`config.mk`:
```
export PLATFORM = sky130hd
export DESIGN_NAME = image_ram_arbiter
export DESIGN_NICKNAME = d
export VERILOG_FILES = /design/src/rtl/image_ram_arb_pkg.sv /design/src/rtl/arb_wait_counter.sv /design/src/rtl/image_ram_arbiter.sv
export SDC_FILE = /design/constraint.sdc
export NUM_CORES = 1
export LEC_CHECK = 0
export BUFFER_PORTS_ARGS = -buffer_cell sky130_fd_sc_hd__buf_2
export CAP_MARGIN = 20
export CORE_MARGIN = 1.5
export CORE_UTILIZATION = 34
export DETAILED_ROUTE_END_ITERATION = 10
export GPL_TIMING_DRIVEN = 0
export PLACE_DENSITY_LB_ADDON = 0.12
export REMOVE_ABC_BUFFERS = 1
export SYNTH_ARGS = -nofsm -noshare
export SYNTH_HDL_FRONTEND = slang
export SYNTH_HIERARCHICAL = 1
export SYNTH_SLANG_ARGS = --single-unit
```
`constraint.sdc`:
```
create_clock -name clk -period 1.51 [get_ports clk]
set_clock_uncertainty 0.15 [all_clocks]
set_input_delay 0.0755 -clock clk [delete_from_list [all_inputs] [get_ports clk]]
set_output_delay 0.0755 -clock clk [all_outputs]
set_load 0.005 [all_outputs]
```
`src/rtl/image_ram_arb_pkg.sv`:
```
// rtl/image_ram_arb_pkg.sv - shared types and default widths for the image RAM arbiter
package image_ram_arb_pkg;

  localparam int DEF_ADDR_W   = 16;
  localparam int DEF_DATA_W   = 8;
  localparam int DEF_MAX_WAIT = 15;

  typedef enum logic [1:0] {
    OWN_IDLE    = 2'd0,
    OWN_DISP    = 2'd1,
    OWN_PROC_RD = 2'd2,
    OWN_PROC_WR = 2'd3
  } owner_e;

endpackage

```
`src/rtl/arb_wait_counter.sv`:
```
// rtl/arb_wait_counter.sv - saturating count of cycles the processing engine has been refused
module arb_wait_counter #(
  parameter int MAX_WAIT = 15,
  parameter int CNT_W    = $clog2(MAX_WAIT + 1)
) (
  input  logic             clk,
  input  logic             reset,
  input  logic             inc,
  input  logic             clr,
  output logic [CNT_W-1:0] cnt,
  output logic             at_max
);

  localparam logic [CNT_W-1:0] MAX_CNT = CNT_W'(MAX_WAIT);

  assign at_max = (cnt == MAX_CNT);

  always_ff @(posedge clk or negedge reset) begin
    if (!reset) begin
      cnt <= '0;
    end else if (clr) begin
      cnt <= '0;
    end else if (inc && !at_max) begin
      cnt <= cnt + 1'b1;
    end
  end

endmodule

```
`src/rtl/image_ram_arbiter.sv`:
```
// rtl/image_ram_arbiter.sv - single-port image RAM arbiter, display priority, optional STARVE_GUARD_EN
// Read data is returned one cycle after the grant, steered by the registered owner.
module image_ram_arbiter
  import image_ram_arb_pkg::*;
#(
  parameter int ADDR_W   = DEF_ADDR_W,
  parameter int DATA_W   = DEF_DATA_W,
  parameter int MAX_WAIT = DEF_MAX_WAIT
) (
  input  logic              clk,
  input  logic              reset,
  input  logic              disp_req,
  input  logic [ADDR_W-1:0] disp_addr,
  output logic              disp_valid,
  output logic [DATA_W-1:0] disp_data,
  output logic              disp_stall,
  input  logic              proc_req,
  input  logic              proc_we,
  input  logic [ADDR_W-1:0] proc_addr,
  input  logic [DATA_W-1:0] proc_wdata,
  output logic              proc_gnt,
  output logic              proc_rvalid,
  output logic [DATA_W-1:0] proc_rdata,
  output logic [ADDR_W-1:0] ram_addr,
  output logic [DATA_W-1:0] ram_data,
  output logic              ram_wren,
  input  logic [DATA_W-1:0] ram_q
);

  owner_e            owner;
  owner_e            last_owner;
  logic              force_proc;
  logic [DATA_W-1:0] disp_hold;
  logic [DATA_W-1:0] proc_hold;

`ifdef STARVE_GUARD_EN
  localparam int CNT_W = $clog2(MAX_WAIT + 1);
  logic [CNT_W-1:0] wait_cnt;
  logic             wait_at_max;

  arb_wait_counter #(
    .MAX_WAIT (MAX_WAIT),
    .CNT_W    (CNT_W)
  ) u_wait_counter (
    .clk    (clk),
    .reset  (reset),
    .inc    (proc_req && !proc_gnt),
    .clr    (!proc_req || proc_gnt),
    .cnt    (wait_cnt),
    .at_max (wait_at_max)
  );

  assign force_proc = proc_req && wait_at_max;
`else
  assign force_proc = 1'b0;
`endif

  always_comb begin
    owner      = OWN_IDLE;
    ram_addr   = '0;
    ram_data   = '0;
    ram_wren   = 1'b0;
    proc_gnt   = 1'b0;
    disp_stall = 1'b0;
    if (force_proc || (proc_req && !disp_req)) begin
      owner      = proc_we ? OWN_PROC_WR : OWN_PROC_RD;
      ram_addr   = proc_addr;
      ram_data   = proc_wdata;
      ram_wren   = proc_we;
      proc_gnt   = 1'b1;
      disp_stall = force_proc && disp_req;
    end else if (disp_req) begin
      owner    = OWN_DISP;
      ram_addr = disp_addr;
    end
  end

  always_ff @(posedge clk or negedge reset) begin
    if (!reset) begin
      last_owner <= OWN_IDLE;
      disp_hold  <= '0;
      proc_hold  <= '0;
    end else begin
      last_owner <= owner;
      if (last_owner == OWN_DISP) disp_hold <= ram_q;
      if (last_owner == OWN_PROC_RD) proc_hold <= ram_q;
    end
  end

  // Data passes straight through in the return cycle and is held afterwards.
  assign disp_valid  = (last_owner == OWN_DISP);
  assign proc_rvalid = (last_owner == OWN_PROC_RD);
  assign disp_data   = disp_valid  ? ram_q : disp_hold;
  assign proc_rdata  = proc_rvalid ? ram_q : proc_hold;

endmodule

```
==> flow_summary.html <==
<table>
<tr><th>Metric</th><th>Value</th></tr>
<tr><th colspan="2">Global route</th></tr>
<tr><td>Antenna violations before repair</td><td>0</td></tr>
<tr><td>First-pass GRT wire length</td><td>4430 um</td></tr>
<tr><td>Total congestion overflow after global routing</td><td>0</td></tr>
<tr><td>Via count of the first global-routing pass</td><td>1020</td></tr>
<tr><td>Largest net degree at the start of global routing</td><td>28</td></tr>
<tr><td>Global routing usage summed across all routing layers</td><td>18.2%</td></tr>
<tr><th colspan="2">Power</th></tr>
<tr><td>Tot Pwr</td><td>1.47 mW</td></tr>
<tr><td>Sequential group share of total power</td><td>39.8%</td></tr>
<tr><td>Switching power</td><td>376 uW</td></tr>
<tr><td>Clock group share of total power</td><td>20.1%</td></tr>
<tr><td>Highest ir drop seen on vdd</td><td>562 uV</td></tr>
<tr><td>Switching share of power</td><td>25.5%</td></tr>
<tr><td>P_leak</td><td>1.01 nW</td></tr>
<tr><td>Power Density</td><td>829 nW/um^2</td></tr>
<tr><td>Part of the total power dissipated in combinational logic</td><td>40.1%</td></tr>
<tr><td>Internal power consumption</td><td>1.10 mW</td></tr>
<tr><th colspan="2">Place</th></tr>
<tr><td>Number of cells in the design after placement</td><td>191</td></tr>
<tr><td>GP Congestion</td><td>0.680</td></tr>
<tr><td>Detailed placement HPWL</td><td>1960 um</td></tr>
<tr><td>Pre-CTS WS</td><td>-304 ps</td></tr>
<tr><td>IO buf count</td><td>96</td></tr>
<tr><td>Placed Area</td><td>1380 um^2</td></tr>
<tr><th colspan="2">Route</th></tr>
<tr><td>Post-route DRC</td><td>0</td></tr>
<tr><td>1st-pass router iterations</td><td>4</td></tr>
<tr><td>Via density per instance</td><td>4.72</td></tr>
<tr><td>Met1 layer wirelength in the final routing</td><td>1180 um</td></tr>
<tr><td>DR WL met2</td><td>1490 um</td></tr>
<tr><td>Average detailed-routed wire length per instance</td><td>13.7 um</td></tr>
<tr><td>Met3 Wirelength</td><td>218 um</td></tr>
<tr><td>Number of DRC violations after detailed-routing iteration 0</td><td>15</td></tr>
<tr><td>Routed Wire Length</td><td>2910 um</td></tr>
<tr><td>Antenna violation net count after detailed routing</td><td>0</td></tr>
<tr><td>Vias</td><td>1000</td></tr>
<tr><td>Top layer used by detailed routing</td><td>met4</td></tr>
<tr><th colspan="2">Final layout</th></tr>
<tr><td>Final design area excluding fillers</td><td>1780 um^2</td></tr>
<tr><td>Fraction of layout instances using a drive strength above 1</td><td>69.2%</td></tr>
<tr><td>Growth of design area from synthesis to finish</td><td>90.5%</td></tr>
<tr><td>Final standard cell count with taps included and fillers excluded</td><td>212</td></tr>
<tr><td>Antenna diodes</td><td>0</td></tr>
<tr><td>Net count of the finished layout</td><td>236</td></tr>
<tr><td>Final core occ</td><td>69.9%</td></tr>
<tr><th colspan="2">Synth</th></tr>
<tr><td>Number of instances in the synthesized netlist</td><td>73</td></tr>
<tr><td>Post-synthesis sequential area ratio</td><td>48.3%</td></tr>
<tr><td>Predominant post-synthesis flop cell</td><td>sky130_fd_sc_hd__dfrtp_1</td></tr>
<tr><td>Top post-synthesis cells by area</td><td>sky130_fd_sc_hd__dfrtp_1 48%, sky130_fd_sc_hd__mux2_2 19%, sky130_fd_sc_hd__a22o_1 15%, sky130_fd_sc_hd__and2_1 6.0%, sky130_fd_sc_hd__buf_6 4.8%</td></tr>
<tr><td>Post-synth top area share</td><td>48.3%</td></tr>
<tr><td>Proportion of register bits with asynchronous set or reset after synthesis</td><td>100%</td></tr>
<tr><td>Commonest cells in the netlist</td><td>18 x sky130_fd_sc_hd__dfrtp_1, 16 x sky130_fd_sc_hd__a22o_1, 16 x sky130_fd_sc_hd__mux2_2</td></tr>
<tr><td>Register bit total from synthesis</td><td>18</td></tr>
<tr><td>Cell type contributing the most total cell area after synthesis</td><td>sky130_fd_sc_hd__dfrtp_1</td></tr>
<tr><td>Number of synthesized flops with an enable pin</td><td>0</td></tr>
<tr><td>Post-Syn Area</td><td>933 um^2</td></tr>
<tr><td>Synth Warn #</td><td>6</td></tr>
<tr><td>Per-instance average area after synthesis</td><td>12.8 um^2</td></tr>
<tr><td>Synth cell types</td><td>13</td></tr>
<tr><td>Dominant cell by count in the synthesized netlist</td><td>sky130_fd_sc_hd__dfrtp_1</td></tr>
<tr><th colspan="2">Clock network</th></tr>
<tr><td>Clk sinks</td><td>18</td></tr>
<tr><td>Clock tree from TritonCTS</td><td>yes</td></tr>
<tr><td>Clk buf depth</td><td>2</td></tr>
<tr><td>Clock transition at the registers of the reported paths</td><td>100 ps</td></tr>
<tr><td>Clock buffers created by TritonCTS</td><td>3</td></tr>
<tr><td>Clk_lat worst skew</td><td>290 ps</td></tr>
<tr><td>H-tree level count</td><td>1</td></tr>
<tr><td>Cell chosen for the clock root</td><td>sky130_fd_sc_hd__clkbuf_4</td></tr>
<tr><th colspan="2">Status</th></tr>
<tr><td>Failing checks</td><td>setup timing</td></tr>
<tr><td>Result of the run</td><td>complete, but fails checks</td></tr>
<tr><th colspan="2">Critical path</th></tr>
<tr><td>R2r worst-path depth</td><td>3</td></tr>
<tr><td>CP Class</td><td>reg2out</td></tr>
<tr><td>Beginning of the critical path</td><td>last_owner[1]$_DFF_PN0_</td></tr>
<tr><td>Reg2Reg Setup Slack</td><td>60 ps</td></tr>
<tr><td>Critical Path Fanout Max</td><td>5</td></tr>
<tr><td>Endpoint of the worst-slack reg-to-reg timing path</td><td>disp_hold[7]$_DFF_PN0_</td></tr>
<tr><td>Data required time of the critical path</td><td>1280 ps</td></tr>
<tr><td>Startpoint kind of the worst setup timing path</td><td>flop</td></tr>
<tr><td>Worst endpoint data arrival time</td><td>1480 ps</td></tr>
<tr><td>Type of element capturing the critical path</td><td>output port</td></tr>
<tr><td>FF-to-FF Start</td><td>last_owner[1]$_DFF_PN0_</td></tr>
<tr><th colspan="2">Worst hold path</th></tr>
<tr><td>Hold Path Class</td><td>in2async</td></tr>
<tr><th colspan="2">Timing</th></tr>
<tr><td>Setup slack of the critical path after layout</td><td>-197 ps</td></tr>
<tr><td>Hold slack final</td><td>76.5 ps</td></tr>
<tr><td>Setup_tns</td><td>-2460 ps</td></tr>
<tr><td>Endpoints failing hold</td><td>0</td></tr>
<tr><td>Final Setup Violations</td><td>16</td></tr>
<tr><td>Max frequency</td><td>0.586 GHz</td></tr>
<tr><td>Min Tclk post-route</td><td>1710 ps</td></tr>
<tr><td>Number of max-slew violations in the final report</td><td>0</td></tr>
<tr><td>Unrepaired setup endpoints after global routing</td><td>true</td></tr>
<tr><td>Share of the clock period used by the worst path after layout</td><td>113%</td></tr>
<tr><th colspan="2">Floorplan</th></tr>
<tr><td>Die Wd</td><td>55.4 um</td></tr>
<tr><td>Die Height</td><td>55.4 um</td></tr>
<tr><td>Effective utilization at floorplan</td><td>36.7%</td></tr>
<tr><td>Standard-cell rows</td><td>18</td></tr>
<tr><td>Overall die area</td><td>3070 um^2</td></tr>
<tr><td>Core area</td><td>2540 um^2</td></tr>
<tr><td>Boundary Pins</td><td>98</td></tr>
<tr><th colspan="2">Job</th></tr>
<tr><td>Maxcap violations</td><td>0</td></tr>
</table>
## routing by layer
layer | track usage (%) | vias up
li1 | - | 479
met1 | 20.7 | 460
met2 | 33.2 | 57
met3 | 3.28 | 4
met4 | 7.32 | 0
met5 | 0 | -
## cells in the final DEF (no fill, tap or decap)
cell type and instances:
sky130_fd_sc_hd__a21o_1 1, sky130_fd_sc_hd__a22o_1 16, sky130_fd_sc_hd__and2_1 9, sky130_fd_sc_hd__buf_2 79, sky130_fd_sc_hd__buf_4 2, sky130_fd_sc_hd__buf_6 18, sky130_fd_sc_hd__clkbuf_4 3, sky130_fd_sc_hd__clkbuf_8 1
sky130_fd_sc_hd__conb_1 1, sky130_fd_sc_hd__dfrtp_1 17, sky130_fd_sc_hd__dfrtp_2 1, sky130_fd_sc_hd__dlygate4sd3_1 11, sky130_fd_sc_hd__inv_1 1, sky130_fd_sc_hd__mux2_4 16, sky130_fd_sc_hd__nand2b_4 1, sky130_fd_sc_hd__nor2b_2 1
sky130_fd_sc_hd__nor2b_4 4
## layout make-up
cell class / instances / area, um^2
Multi-Input combinational cell: 49 / 526
Fill cell: 210 / 767
Timing Repair Buffer: 110 / 723
Clock buffer: 4 / 36.3
Inverter: 1 / 3.75
Sequential cell: 18 / 452
Tap cell: 30 / 37.5
## power by group through the flow
stage,clock [mW],sequential (mW),combinational (mW)
2_1_floorplan,0,0.579,0.169
3_3_place_gp,0,0.582,0.371
4_1_cts,0.306,0.584,0.537
5_1_grt,0.326,0.596,0.636
6_report,0.296,0.586,0.591
3_5_place_dp,0,0.587,0.380
## sequential cells by signal, summed over array words and instances, names as in the netlist
signal,count
disp_hold,8
proc_hold,8
last_owner,2
## worst max path at each step
stage                                   endpoint  cells after the start
after global routing                disp_data[0]                      3
final                               disp_data[3]                      3
after detailed placement            disp_data[0]                      3
after global placement              disp_data[0]                      3
after CTS                           disp_data[0]                      3
after floorplan           disp_hold[0]$_DFF_PN0_                      2
## timing repair
| item | CTS | global route |
|---|---|---|
| gates resized for setup | 34 | 9 |
| endpoints found under the setup margin | 50 | 43 |
| hold buffers | 11 | 1 |
| cloned | 1 | 2 |
| buffers inserted | 4 | 1 |
| hold endpoints to repair | 36 | 1 |
## critical path, stage by stage, from the launching register on
cell and delay, ps:
sky130_fd_sc_hd__dfrtp_2 480, sky130_fd_sc_hd__nor2b_4 250, sky130_fd_sc_hd__mux2_4 340, sky130_fd_sc_hd__buf_6 120
## cells by family (layout without fill, tap and decap cells)
kind of cell	after synthesis	after routing	share of synthesized area [%]
buffers and inverters	9	115	7.91
and+or+nand+nor	12	15	8.31
AOI/OAI and AO/OA	17	17	15.8
other	1	1	0.402
muxes	16	16	19.3
DFF	18	18	48.3
Power figures use the tool's default switching activity.
